[src/rtl/wb_scheduler.sv]
// Writeback-port scheduler: EX owns reserved slots, MEM and ALU share the rest with
// ALU anti-starvation; the winning write is registered onto the register-file port.
package params_pkg;
    localparam int REGISTER_WIDTH = 5;
endpackage

module wb_scheduler #(
    parameter int REGISTER_WIDTH = params_pkg::REGISTER_WIDTH,
    parameter int DATA_WIDTH     = 32,
    parameter int MUL_LATENCY    = 5,
    parameter int STARVE_LIMIT   = 4
) (
    input  logic                      clk_i,
    input  logic                      rst_i,
    input  logic                      ex_issue_i,
    input  logic                      ex_wb_valid_i,
    input  logic [REGISTER_WIDTH-1:0] ex_wb_rd_i,
    input  logic [DATA_WIDTH-1:0]     ex_wb_data_i,
    input  logic                      mem_req_i,
    input  logic [REGISTER_WIDTH-1:0] mem_rd_i,
    input  logic [DATA_WIDTH-1:0]     mem_data_i,
    output logic                      mem_gnt_o,
    input  logic                      alu_req_i,
    input  logic [REGISTER_WIDTH-1:0] alu_rd_i,
    input  logic [DATA_WIDTH-1:0]     alu_data_i,
    output logic                      alu_gnt_o,
    output logic                      wb_is_next_cycle_o,
    output logic                      rf_we_o,
    output logic [REGISTER_WIDTH-1:0] rf_waddr_o,
    output logic [DATA_WIDTH-1:0]     rf_wdata_o,
    output logic                      wb_err_o
);

    localparam int SW = $clog2(STARVE_LIMIT + 1);
    localparam logic [SW-1:0] STARVE_MAX = SW'(STARVE_LIMIT);

    logic [MUL_LATENCY-1:0]    res_q, res_d;
    logic [SW-1:0]             starve_q, starve_d;
    logic                      boot_q;
    logic                      rf_we_q, rf_we_d;
    logic [REGISTER_WIDTH-1:0] rf_waddr_q, rf_waddr_d;
    logic [DATA_WIDTH-1:0]     rf_wdata_q, rf_wdata_d;
    logic                      wb_err_q, wb_err_d;

    logic ex_own;
    logic alu_prio;
    logic mem_gnt;
    logic alu_gnt;

    always_comb begin
        res_d = {ex_issue_i, res_q[MUL_LATENCY-1:1]};

        // A writeback without a reservation still owns the slot so the result is not lost.
        ex_own   = res_q[0] | ex_wb_valid_i;
        alu_prio = alu_req_i && (starve_q == STARVE_MAX);
        mem_gnt  = !boot_q && !ex_own && mem_req_i && !alu_prio;
        alu_gnt  = !boot_q && !ex_own && alu_req_i && (alu_prio || !mem_req_i);

        starve_d = starve_q;
        if (alu_gnt || !alu_req_i) begin
            starve_d = '0;
        end else if (mem_gnt && (starve_q != STARVE_MAX)) begin
            starve_d = starve_q + SW'(1);
        end

        rf_we_d    = 1'b0;
        rf_waddr_d = rf_waddr_q;
        rf_wdata_d = rf_wdata_q;
        if (ex_own) begin
            if (ex_wb_valid_i) begin
                rf_we_d    = (ex_wb_rd_i != '0);
                rf_waddr_d = ex_wb_rd_i;
                rf_wdata_d = ex_wb_data_i;
            end
        end else if (mem_gnt) begin
            rf_we_d    = (mem_rd_i != '0);
            rf_waddr_d = mem_rd_i;
            rf_wdata_d = mem_data_i;
        end else if (alu_gnt) begin
            rf_we_d    = (alu_rd_i != '0);
            rf_waddr_d = alu_rd_i;
            rf_wdata_d = alu_data_i;
        end

        wb_err_d = wb_err_q | (ex_wb_valid_i != res_q[0]);
    end

    // boot_q blocks MEM/ALU grants for the single cycle following reset.
    always_ff @(posedge clk_i) begin
        if (rst_i) begin
            res_q      <= '0;
            starve_q   <= '0;
            boot_q     <= 1'b1;
            rf_we_q    <= 1'b0;
            rf_waddr_q <= '0;
            rf_wdata_q <= '0;
            wb_err_q   <= 1'b0;
        end else begin
            res_q      <= res_d;
            starve_q   <= starve_d;
            boot_q     <= 1'b0;
            rf_we_q    <= rf_we_d;
            rf_waddr_q <= rf_waddr_d;
            rf_wdata_q <= rf_wdata_d;
            wb_err_q   <= wb_err_d;
        end
    end

    assign mem_gnt_o          = mem_gnt;
    assign alu_gnt_o          = alu_gnt;
    assign wb_is_next_cycle_o = res_q[1];
    assign rf_we_o            = rf_we_q;
    assign rf_waddr_o         = rf_waddr_q;
    assign rf_wdata_o         = rf_wdata_q;
    assign wb_err_o           = wb_err_q;

endmodule
[config.mk]
export PLATFORM = sky130hd
export DESIGN_NAME = wb_scheduler
export DESIGN_NICKNAME = d
export VERILOG_FILES = /design/src/rtl/wb_scheduler.sv
export SDC_FILE = /design/constraint.sdc
export NUM_CORES = 1
export LEC_CHECK = 0
export CORE_MARGIN = 8
export CORE_UTILIZATION = 41
export CTS_BUF_LIST = sky130_fd_sc_hd__clkbuf_4
export DETAILED_ROUTE_END_ITERATION = 6
export PLACE_DENSITY = 0.95
export SLEW_MARGIN = 10
export SYNTH_ARGS = -nofsm -noshare
export SYNTH_HDL_FRONTEND = slang
export SYNTH_SLANG_ARGS = --single-unit
[constraint.sdc]
create_clock -name clk_i -period 5.7 [get_ports clk_i]
set_clock_uncertainty 0.2 [all_clocks]
set_input_delay 1.71 -clock clk_i [delete_from_list [all_inputs] [get_ports clk_i]]
set_output_delay 1.71 -clock clk_i [all_outputs]
set_load 0.01 [all_outputs]
==> results.txt, run 1 <==
* Result of the run: finished, final reports clean
* First-pass DRT Iterations: 4
* Worst Max-Slew Pin Slew: roughly 1.3 ns
* Effective utilization at floorplan: 42.3%
- Counting every instance in the synthesized netlist gives roughly 300.
- Final critical-path required period: 5.46 ns
* Critical path required time: around 3.8 ns
- Clk network pwr share: about a quarter
* Switching part of the total: 28.2%
- The number of max-slew violations in the final report was 0.
- The congestion estimate from routability-driven global placement came to about 0.85.
- The count of nets left with antenna violations once routing finished came out at 0.
* Worst Setup Start Kind: input port
- Die Outline Area: 8870 um2
- Clock tree from TritonCTS: built
* Maximum root-to-sink buffer count: 2
- Across the whole layout, storage elements account for 961 um2.
- The critical path goes through clkdlybuf4s50_1 > and3_4 > or3b_1 > nor2_1 > clkdlybuf4s50_1.
* Total number of vias: between 3000 and 4000
* Fill cell instance count of the final layout: roughly 480
* Cells after DPL: 511
- Most used DFF post-synth: sky130_fd_sc_hd__dfxtp_1
- Total net switching power: roughly 0.24 mW
- In this run the mean area of a mapped cell was between 8 and 9 um2.
- The clock reaches the later pin of the worst-skew pair after 0.37 ns.
- The hold violation total from the final report was 0.
- For this design the ratio of total power to cell area is between 200 and 250 nW/um2.
- Post-CTS timing repair inserted 0 buffers for setup.
- The H-tree was split into 2 levels.
- Maximum capacitance violations: 0
- Critical Path Slowest Stage Cell: sky130_fd_sc_hd__clkdlybuf4s50_1
- Yosys printed 0 warnings.
- Buffers placed on the I/O ports in this run total roughly 160.
- Cell internal power was estimated by the tool at 0.602 mW.
- Wire length reported by the detailed router: 10.2 mm
- The path class of the tightest hold or removal check is reg2reg.
* Number of antenna violations at the first check in global routing: 0
- Summed over all instances, the cell type with the most area after synthesis is sky130_fd_sc_hd__dfxtp_1.
- The number of antenna diodes in the final layout is 0.
* Global-route wire length before repair: 16.1 mm
* Total routing resource utilization after global routing: between 20% and 30%
- In this run, synthesis inferred 0 flip-flops with an integrated enable.
- Worst slack, placed: 0.221 ns
- Setup repair after global routing missed its margin: false
- Summed over all layers, the global routing overflow is 0.
- After legalization and detailed placement, the total HPWL measured 7.56 mm.
- In this design, the stage delay of the slowest critical-path cell is 0.57 ns.
- Proportion of netlist area held by the largest area contributor: 38.3%
* CP endpoint kind: output pin
* Cell Area, Synth: between 2000 and 3000 um2
* Setup violators final: 0
- The critical path contains buffers and inverters numbering 2 combined.
* Die Y-Extent: 94.2 um
- The number of nets in the synthesized netlist is 421.
- By startpoint and endpoint, the worst setup path is classified as in2out.
- CTS hold repair buffers: 0
- Timing would allow up to 0.183 GHz.
- In this run the tightest slew margin relative to its limit is between 10% and 20%.
- Number of top-level pins: 159
- Arrival @ worst endpoint: 3.55 ns
- The synthesized design contains between 40 and 50 register bits.
- The worst path uses a little over nine tenths of the clock period.
- Via/cell ratio: 5.85
- Synthesis instantiated 37 different standard cells from the library.
- Combinational logic burns 30.5% of the power.
- Combined area of the multi-input logic cells: 1400 um2
- Post-CTS repair changed the size of 0 cells.
- Of the cells placed in the final design, the portion with a size suffix greater than 1 is 6.31%.
- The clock net in this run drives a total of 48 sinks.
- Buffer type at the clock tree root: sky130_fd_sc_hd__clkbuf_4
- The number of clock buffers added by TritonCTS is 5.
- Compared with the post-synthesis result, the final layout area differs by 66.9%.
- Sorting the synthesized cells by area gives the leading types as sky130_fd_sc_hd__dfxtp_1 (38%), sky130_fd_sc_hd__nand3_1 (9.8%), sky130_fd_sc_hd__a311oi_1 (8.4%).
- Leakage power summed over all cells: 1.51 nW
- Share of the yosys chip area belonging to registers: approximately two fifths
- The detailed router finished its first iteration with 137 violations.
* Post-placement cell area: between 4000 and 5000 um2
* Fraction of registers with async set/reset: 0%
- In this run the horizontal extent of the chip is 94.2 um.
- In this run the standard cell core region covers 5920 um2.
* Non-filler cells in the finished layout: 519
- Count of standard-cell rows: 28
* Pin count of the biggest net entering global routing: 47
- Post-CTS clock slew at the launch and capture registers of the worst setup and hold paths: 0.14 ns
- Final Total Pwr: 0.839 mW
* # DRC: 0
- Sequential cells burn 44.8% of the power.
* Maximum fanout along the worst path: 5
- Largest delay share family, worst path: buffers and inverters
- Final design instance area without fill: 4180 um2
- In the post-route analysis, the smallest setup slack over all paths is approximately 0.24 ns.
- Adding up every negative setup slack in the final design gives 0 ns.
- Number of global-route vias before repair: 3170
* WL/cell: between 15 and 20 um
- At the end of the flow, the number of nets in the layout was 563.
- Highest ir drop seen on vdd: 0.109 mV
- Among the stages of the critical path, the cell type that occurs most often is sky130_fd_sc_hd__clkdlybuf4s50_1.
path summary, 6_finish.rpt:
kind                            cells past startpoint        start  slack [ns]             end
worst max register to register                      7  starve_q[0]        2.98  rf_wdata_o[31]
worst min register to register                      1     res_q[3]        0.26        res_q[2]
worst min-delay path                                1     res_q[3]        0.26        res_q[2]
worst max-delay path                                5    alu_req_i        0.24       mem_gnt_o
cell usage after synthesis (3+ instances only):
master                     instances
sky130_fd_sc_hd__o21ai_0          27
sky130_fd_sc_hd__inv_1             6
sky130_fd_sc_hd__nand3_1          49
sky130_fd_sc_hd__mux2i_1          11
sky130_fd_sc_hd__a311oi_1         24
sky130_fd_sc_hd__buf_1             4
sky130_fd_sc_hd__ha_1              3
sky130_fd_sc_hd__clkbuf_1         17
sky130_fd_sc_hd__a211oi_1          3
sky130_fd_sc_hd__nand2_1          18
sky130_fd_sc_hd__a221oi_1         16
sky130_fd_sc_hd__buf_2             5
sky130_fd_sc_hd__nor2b_1           5
sky130_fd_sc_hd__dfxtp_1          48
sky130_fd_sc_hd__nor2_1           32
sky130_fd_sc_hd__or4_1             3
sky130_fd_sc_hd__a221oi_2          4
power by group through the flow:
| stage | Clock (mW) | Combinational (mW) | Sequential (mW) |
|---|---|---|---|
| global route | 0.225 | 0.274 | 0.379 |
| CTS | 0.211 | 0.256 | 0.376 |
| finish | 0.207 | 0.256 | 0.376 |
| detailed placement | 0 | 0.255 | 0.383 |
| global placement | 0 | 0.249 | 0.382 |
| floorplan | 0 | 0.0883 | 0.393 |
sequential cells by signal, indices dropped and copies added (netlist names):
register,count
boot_q,1
starve_q,3
wb_err_o,1
res_q,5
rf_waddr_o,5
rf_wdata_o,32
rf_we_o,1
placed cells by master, fill, tap and decap left out, types with 2 or more instances in the layout:
cell type	count
sky130_fd_sc_hd__mux2i_1	11
sky130_fd_sc_hd__nor2b_1	5
sky130_fd_sc_hd__a211oi_1	3
sky130_fd_sc_hd__buf_4	7
sky130_fd_sc_hd__a221oi_1	16
sky130_fd_sc_hd__ha_1	2
sky130_fd_sc_hd__inv_1	6
sky130_fd_sc_hd__a21oi_1	2
sky130_fd_sc_hd__or4_1	3
sky130_fd_sc_hd__nor2_1	32
sky130_fd_sc_hd__a221oi_2	4
sky130_fd_sc_hd__dfxtp_1	48
sky130_fd_sc_hd__nand2_1	18
sky130_fd_sc_hd__mux2_2	2
sky130_fd_sc_hd__clkdlybuf4s50_1	157
sky130_fd_sc_hd__o21ai_0	27
sky130_fd_sc_hd__nand3_1	49
sky130_fd_sc_hd__a311oi_1	24
sky130_fd_sc_hd__clkbuf_4	5
sky130_fd_sc_hd__nand2b_1	2
cells by family (layout without fill, tap and decap cells):
logic type / after synthesis / in the layout / synth area share (%)
adders and majority gates: 3 / 3 / 1.50
muxes: 13 / 13 / 5.29
AOI/OAI and AO/OA: 83 / 83 / 25.5
and+or+nand+nor: 118 / 118 / 22.8
buffers and inverters: 36 / 179 / 6.54
DFF: 48 / 48 / 38.3
layout make-up:
type                            instances  area share [%]
Tap cell                               75            2.24
Timing Repair Buffer                  165            38.9
Multi-Input combinational cell        217            33.4
Inverter                                6           0.538
Sequential cell                        48            23.0
Clock inverter                          3            1.02
Clock buffer                            5           0.897
routing by layer:
layer  vias up  share of wire, %  GRT usage (%)
met1      1423                39           25.8
met3        21                11           8.95
met5         -                 0              0
li1       1424                 -              -
met4         0               2.2           8.19
met2       166                48           36.8
stage by stage:
step | hold slack (ns) | util, %
2_1_floorplan | 0.214 | -
3_3_place_gp | 0.219 | 69.3
3_5_place_dp | 0.229 | 69.3
4_1_cts | 0.263 | 70.7
5_1_grt | 0.275 | 70.7
6_report | 0.260 | 70.7
(Power assumes the default switching activity.)
==> run 2, diff against run 1 <==
--- a/config.mk
+++ b/config.mk
@@ -9,7 +9,7 @@
 export CORE_UTILIZATION = 41
 export CTS_BUF_LIST = sky130_fd_sc_hd__clkbuf_4
 export DETAILED_ROUTE_END_ITERATION = 6
-export PLACE_DENSITY = 0.95
+export PLACE_DENSITY_LB_ADDON = 0.3
 export SLEW_MARGIN = 10
 export SYNTH_ARGS = -nofsm -noshare
 export SYNTH_HDL_FRONTEND = slang
==> results.txt, run 2 (synthesis gave the netlist of run 1 again) <==
- Number of stages on the worst hold path: 1 (unchanged)
- DRT antenna net count: 0 (unchanged)
- The die footprint was 8870 um2 (unchanged).
- Syn-to-layout area delta: 66.7% (was 66.9%)
- The number of max-cap violations was 0 (unchanged).
- Number of global-route vias before repair: 3085 (was 3170)
- The power per cell area came to 199 nW/um2 (was 200 nW/um2).
- The clock insertion delay at the later pin of the skew report is 0.36 ns (was 0.37 ns).
- The launching instance or port of the critical path is alu_req_i (unchanged).
- Final sum of negative setup slack: 0 ns (unchanged)
- The horizontal extent of the die is 94.2 um (unchanged).
* Buffer type at the clock tree root: sky130_fd_sc_hd__clkbuf_4 (unchanged)
* CTS hold repair buffers: 0 (unchanged)
- Remaining max-slew budget at the tightest pin: 25.1% (was 16.7%)
- The smallest setup slack after layout was 0.266 ns (was 0.241 ns).
* Max-slew violation count: 0 (unchanged)
* Hold crit path type: reg2reg (unchanged)
- The number of endpoints failing setup at the final stage came to 0 (unchanged).
- Wire length reported by the detailed router: 9.92 mm (was 10.2 mm)
- Total number of clock tree sinks: 48 (unchanged)
- The initial core utilization is 42.3% (unchanged).
- The type of the setup path with the least slack is in2out (unchanged).
* Met3 Use GR: 9.59% (was 8.95%)
- The largest fanout of any net on the critical path is 5 (unchanged).
- DP Wirelength: 7.43 mm (was 7.56 mm)
- The post-route fraction of the period consumed by the critical path came to 95.3% (was 95.8%).
- The critical path endpoint category was an output pin (unchanged).
- The shortest period the worst path allows was 5.43 ns (was 5.46 ns).
* Fraction of final layout cells sized beyond drive strength 1: 6.09% (was 6.31%)
* Number of buffers inserted to repair setup after CTS: 0 (unchanged)
* Worst Max-Slew Pin Slew: 1.12 ns (was 1.25 ns)
- The slack of the worst reg-to-reg path came to 2.88 ns (was 2.98 ns).
* Final Hold Viols: 0 (unchanged)
- The core area came to 5920 um2 (unchanged).
- The worst flop-to-flop path endpoint was rf_wdata_o[28] (was rf_wdata_o[31]).
- Total routing resource utilization after global routing: 21.9% (was 22.5%)
- The overall overflow remaining after global route was 0 (unchanged).
- The met1 global-route usage is 24.0% (was 25.8%).
- The detailed-route wire length per cell came to 19.1 um (was 19.7 um).
* Post-cts repair resize count: 0 (unchanged)
* Deepest level of the CTS H-tree: 2 (unchanged)
- Arrival @ worst endpoint: 3.52 ns (was 3.55 ns)
- The number of flip-flops in the largest register was 32 (unchanged).
- Global routing's busiest layer: met2 (unchanged)
- Leakage power summed over all cells: 1.51 nW (about the same)
- The sort of element at the start of the critical path is an input port (unchanged).
* Count of standard-cell rows: 28 (unchanged)
- Maximum root-to-sink buffer count: 2 (unchanged)
* Most frequent cells in the layout: sky130_fd_sc_hd__clkdlybuf4s50_1 (157), sky130_fd_sc_hd__nand3_1 (49), sky130_fd_sc_hd__dfxtp_1 (48), sky130_fd_sc_hd__nor2_1 (32), sky130_fd_sc_hd__o21ai_0 (27) (unchanged)
- The DRC violation count after routing was 0 (unchanged).
- The filler cell count came to 513 (was 477).
* Reg2reg start: res_q[0] (was starve_q[0])
* DR iter-0 viols: 170 (was 137)
- The number of top-level design ports is 159 (unchanged).
- The number of nets in the layout came to 562 (was 563).
- Worst slack, placed: 0.253 ns (was 0.221 ns)
* Via/cell ratio: 5.82 (was 5.85)
* Highest ir drop seen on vdd: 0.109 mV (about the same)
* Number of buffers added on ports: 158 (unchanged)
- Result of the run: finished, final reports clean (unchanged).
- Number of antenna violations at the first check in global routing: 0 (unchanged)
* Final antenna diode count: 0 (unchanged)
- The vias after detailed routing came to 3017 (was 3034).
- Weighted congestion reported at the end of routability-driven placement: 0.828 (was 0.850)
- The most common library cell in the layout ignoring fill and taps is sky130_fd_sc_hd__clkdlybuf4s50_1 (unchanged).
- Setup repair after global routing missed its margin: false (unchanged)
- Global-route wire length before repair: 15.6 mm (was 16.1 mm)
- The pin count of the biggest net entering global routing was 57 (was 47).
- Critical path required time: 3.79 ns (about the same)
* Post-CTS clock slew at the launch and capture registers of the worst setup and hold paths: 0.13 ns (was 0.14 ns)
* Critical path destination: mem_gnt_o (unchanged)
* Number of clock buffers inserted by TritonCTS: 5 (unchanged)
- The number of iterations in the first detailed-routing pass was 5 (was 4).
- Die Y-Extent: 94.2 um (unchanged)
* Grt met2 use: 37.3% (was 36.8%)
- The logic depth of the worst register-to-register path is 7 (unchanged).
* Clock tree from TritonCTS: built (unchanged)
- The fmax is 0.184 GHz (was 0.183 GHz).
[run 2: changes by cell type in the layout (fill, tap and decap cells not counted)]
| cell | change |
|---|---|
| sky130_fd_sc_hd__clkbuf_4 | +1 |
| sky130_fd_sc_hd__clkinvlp_4 | -1 |
| sky130_fd_sc_hd__buf_4 | -1 |
[run 2: how the worst min path moves through the flow]
stage	slack (ns)	start	to
floorplan	0.21	res_q[2]	res_q[1]
global placement	0.22	res_q[2]	res_q[1]
detailed placement	0.23	res_q[2]	res_q[1]
CTS	0.26	res_q[2]	res_q[1]
global route	0.26	res_q[2]	res_q[1]
finish	0.25	res_q[2]	res_q[1]
[run 2: critical path, cell delays in order]
cell and delay [ns]:
sky130_fd_sc_hd__clkdlybuf4s50_1 0.51, sky130_fd_sc_hd__and3_4 0.25, sky130_fd_sc_hd__or3b_1 0.37, sky130_fd_sc_hd__nor2_1 0.11, sky130_fd_sc_hd__clkdlybuf4s50_1 0.58
[run 2: routing by layer]
layer	wire (um)	vias up
met4	159	0
met3	1190	16
met2	4660	172
met1	3910	1417
li1	-	1412
met5	0	-
[run 2: final cells by class]
cell class / instances / area, um2 / area share, %
Multi-Input combinational cell: 217 / 1400 / 33.5
Sequential cell: 48 / 961 / 23.0
Clock inverter: 2 / 35.0 / 0.839
Clock buffer: 6 / 45.0 / 1.08
Inverter: 6 / 22.5 / 0.539
Timing Repair Buffer: 164 / 1620 / 38.8
Tap cell: 75 / 93.8 / 2.25
[run 2: metrics by stage]
step                util, %  hold slack (ns)  std cells  power (mW)  cell area [um2]
finish                 70.5            0.255        518       0.833             4180
global route           70.5            0.262        518       0.883             4180
CTS                    70.5            0.257        518       0.842             4180
detailed placement     69.2            0.226        510       0.637             4100
global placement       69.2            0.221        510       0.632             4100
floorplan                 -            0.214        301       0.481             2510
[run 2: power by group]
| part | internal, mW | switching [mW] | leakage, nW |
|---|---|---|---|
| registers | 0.361 | 0.0147 | 0.396 |
| logic | 0.148 | 0.104 | 1.07 |
| clock network | 0.0968 | 0.108 | 0.0456 |
| total | 0.606 | 0.226 | 1.51 |
==> run 3, diff against run 2 <==
--- a/config.mk
+++ b/config.mk
@@ -9,7 +9,7 @@
 export CORE_UTILIZATION = 41
 export CTS_BUF_LIST = sky130_fd_sc_hd__clkbuf_4
 export DETAILED_ROUTE_END_ITERATION = 6
-export PLACE_DENSITY_LB_ADDON = 0.3
+export PLACE_DENSITY = 0.89
 export SLEW_MARGIN = 10
 export SYNTH_ARGS = -nofsm -noshare
 export SYNTH_HDL_FRONTEND = slang
==> results.txt, run 3 (synthesis gave the netlist of run 1 again) <==
* Die Y-Extent: 94.2 um (unchanged)
- The launching instance or port of the critical path is alu_req_i (unchanged).
- The number of nets in the layout was 561 (was 562).
- The number of antenna violations at the first check in global routing was 0 (unchanged).
- Maximum cell stage delay along the critical path: 0.61 ns (was 0.58 ns)
* Clock tree from TritonCTS: built (unchanged)
* Number of top-level pins: 159 (unchanged)
* Total routing resource utilization after global routing: 21.4% (was 21.9%)
* Critical Path Slowest Stage Cell: sky130_fd_sc_hd__clkdlybuf4s50_1 (unchanged)
- DRT antenna net count: 0 (unchanged)
- Max-slew violation count: 0 (unchanged)
* DP Wirelength: 7.34 mm (was 7.43 mm)
* Launch point of the worst hold path: res_q[4] (was res_q[2])
- Setup violators final: 0 (unchanged)
* Remaining max-slew budget at the tightest pin: 23.3% (was 25.1%)
* # DRC: 0 (unchanged)
- Count of standard-cell rows: 28 (unchanged)
- The arrival time reported for the critical path endpoint is 3.56 ns (was 3.52 ns).
* Syn-to-layout area delta: 65.5% (was 66.7%)
- The detailed-route wire length per cell was 19.3 um (was 19.1 um).
- Portion of the clock cycle consumed by the worst path in the final layout: 96.0% (was 95.3%)
* Area of the core region: 5920 um2 (unchanged)
* Gr ovfl total: 0 (unchanged)
- Number of buffers inserted to repair setup after CTS: 0 (unchanged)
- The clock-pin slew of the registers on the worst-case setup and hold paths is 0.14 ns (was 0.13 ns).
* Final sum of negative setup slack: 0 ns (unchanged)
- Clock latency on the worst-skew pair: 0.36 ns (about the same)
* Deepest level of the CTS H-tree: 2 (unchanged)
- Final Hold Viols: 0 (unchanged)
- The start of the worst register-to-register path is res_q[0] (unchanged).
* CTS hold repair buffers: 0 (unchanged)
- The wire length reported by the detailed router is 9.94 mm (was 9.92 mm).
* Worst Setup Start Kind: input port (unchanged)
- Total number of vias: 3057 (was 3017)
- Most common cell after layout, fill and taps aside: sky130_fd_sc_hd__clkdlybuf4s50_1 (unchanged)
* Power per unit of standard cell area: 190 nW/um2 (was 199 nW/um2)
- The fmax was 0.183 GHz (was 0.184 GHz).
- Most frequent cells in the layout: sky130_fd_sc_hd__clkdlybuf4s50_1 (157), sky130_fd_sc_hd__nand3_1 (49), sky130_fd_sc_hd__dfxtp_1 (48), sky130_fd_sc_hd__nor2_1 (32), sky130_fd_sc_hd__o21ai_0 (27) (unchanged).
- The number of antenna repair diodes came to 0 (unchanged).
- The initial core utilization is 42.3% (unchanged).
- Crit-path most repeated cell: sky130_fd_sc_hd__clkdlybuf4s50_1 (unchanged)
* Maximum root-to-sink buffer count: 2 (unchanged)
* Number of global-route vias before repair: 3018 (was 3085)
- Final critical-path required period: 5.47 ns (was 5.43 ns)
- The type of the tightest min-delay check is reg2reg (unchanged).
- The share of cells above drive strength 1 came to 5.67% (was 6.09%).
- The quantity of I/O buffers inserted on ports is 158 (unchanged).
- Result of the run: finished, final reports clean (unchanged).
- Setup repair after global routing missed its margin: false (unchanged).
- Critical path cell sequence: clkdlybuf4s50_1 > and3_4 > or3b_1 > nor2_1 > clkdlybuf4s50_1 (unchanged).
* Worst Path Class, Setup: in2out (unchanged)
- The filler cell count was 482 (was 513).
* Leakage power summed over all cells: 1.49 nW (was 1.51 nW)
- Via/cell ratio: 5.92 (was 5.82)
- The wire length of the first global-routing pass came to 15.3 mm (was 15.6 mm).
- Die Outline Area: 8870 um2 (unchanged)
- The number of iterations in the first detailed-routing pass was 4 (was 5).
* Number of clock buffers inserted by TritonCTS: 5 (unchanged)
- The largest fanout of any net on the critical path is 5 (unchanged).
- The area of the multi-input gates was 1410 um2 (was 1400 um2).
* Pin count of the biggest net entering global routing: 56 (was 57)
- The number of flip-flops in the largest register was 32 (unchanged).
- Critical path required time: 3.79 ns (about the same)
- Maximum capacitance violations: 0 (unchanged)
- Sequential cell area: 961 um2 (unchanged)
* Post-cts repair resize count: 0 (unchanged)
* CP endpoint kind: output pin (unchanged)
* Buffer type at the clock tree root: sky130_fd_sc_hd__clkbuf_4 (unchanged)
- DR iter-0 viols: 178 (was 170)
- Non-filler cells in the finished layout: 516 (was 518)
* Worst Max-Slew Pin Slew: 1.15 ns (was 1.12 ns)
* Total number of clock tree sinks: 48 (unchanged)
- Cells after DPL: 509 (was 510)
- DIE WIDTH: 94.2 um (unchanged)
- The largest vdd supply drop came to 0.106 mV (was 0.109 mV).
- The global placer's final weighted congestion is 0.822 (was 0.828).
-- run 3: cell count changes in the layout (fill, tap and decap cells not counted) --
cell,previous run,this run
sky130_fd_sc_hd__buf_4,6,5
sky130_fd_sc_hd__bufinv_16,1,0
sky130_fd_sc_hd__o21ai_4,1,2
sky130_fd_sc_hd__o21ai_2,1,0
-- run 3: path summary, 6_finish.rpt --
path	endpoint	slack, ns	depth (start not counted)
setup / recovery	mem_gnt_o	0.23	5
hold / removal	res_q[3]	0.26	1
setup reg to reg	rf_wdata_o[8]	2.81	7
hold reg to reg	res_q[3]	0.26	1
-- run 3: critical path, delay by kind of cell --
kind                   cells  cell delay (ns)
AND/OR/NAND/NOR            3             0.73
buffers and inverters      2             1.11
-- run 3: metal layers --
| metal | track usage, % | vias up | routed length, um |
|---|---|---|---|
| met3 | 7.59 | 22 | 1080 |
| li1 | - | 1415 | - |
| met4 | 7.53 | 0 | 247 |
| met5 | 0 | - | 0 |
| met2 | 36.1 | 171 | 4820 |
| met1 | 24.4 | 1449 | 3800 |
-- run 3: layout make-up --
cell class / instances / share of cell area [%]
flip-flops and latches: 48 / 23.2
multi-input cells: 217 / 33.9
well taps: 75 / 2.26
inverters: 6 / 0.543
clock inverters: 1 / 0.121
clock buffers: 6 / 1.09
repair buffers: 163 / 38.9
-- run 3: through the flow --
| stage | setup WS (ns) | util (%) | hold WS (ns) | instance area (um2) | total power, mW |
|---|---|---|---|---|---|
| 5_1_grt | 0.181 | 70.0 | 0.272 | 4150 | 0.828 |
| 6_report | 0.226 | 70.0 | 0.257 | 4150 | 0.788 |
| 4_1_cts | 0.238 | 69.9 | 0.260 | 4140 | 0.792 |
| 3_5_place_dp | 0.236 | 69.1 | 0.228 | 4090 | 0.636 |
| 3_3_place_gp | 0.265 | 69.1 | 0.220 | 4090 | 0.630 |
| 2_1_floorplan | 1.04 | - | 0.214 | 2510 | 0.481 |
-- run 3: where the power goes --
group	internal (mW)	switching, mW	total [mW]	leakage, nW
logic	0.148	0.105	0.253	1.06
clock network	0.0505	0.108	0.158	0.0315
registers	0.361	0.0151	0.376	0.396
total	0.560	0.228	0.788	1.49
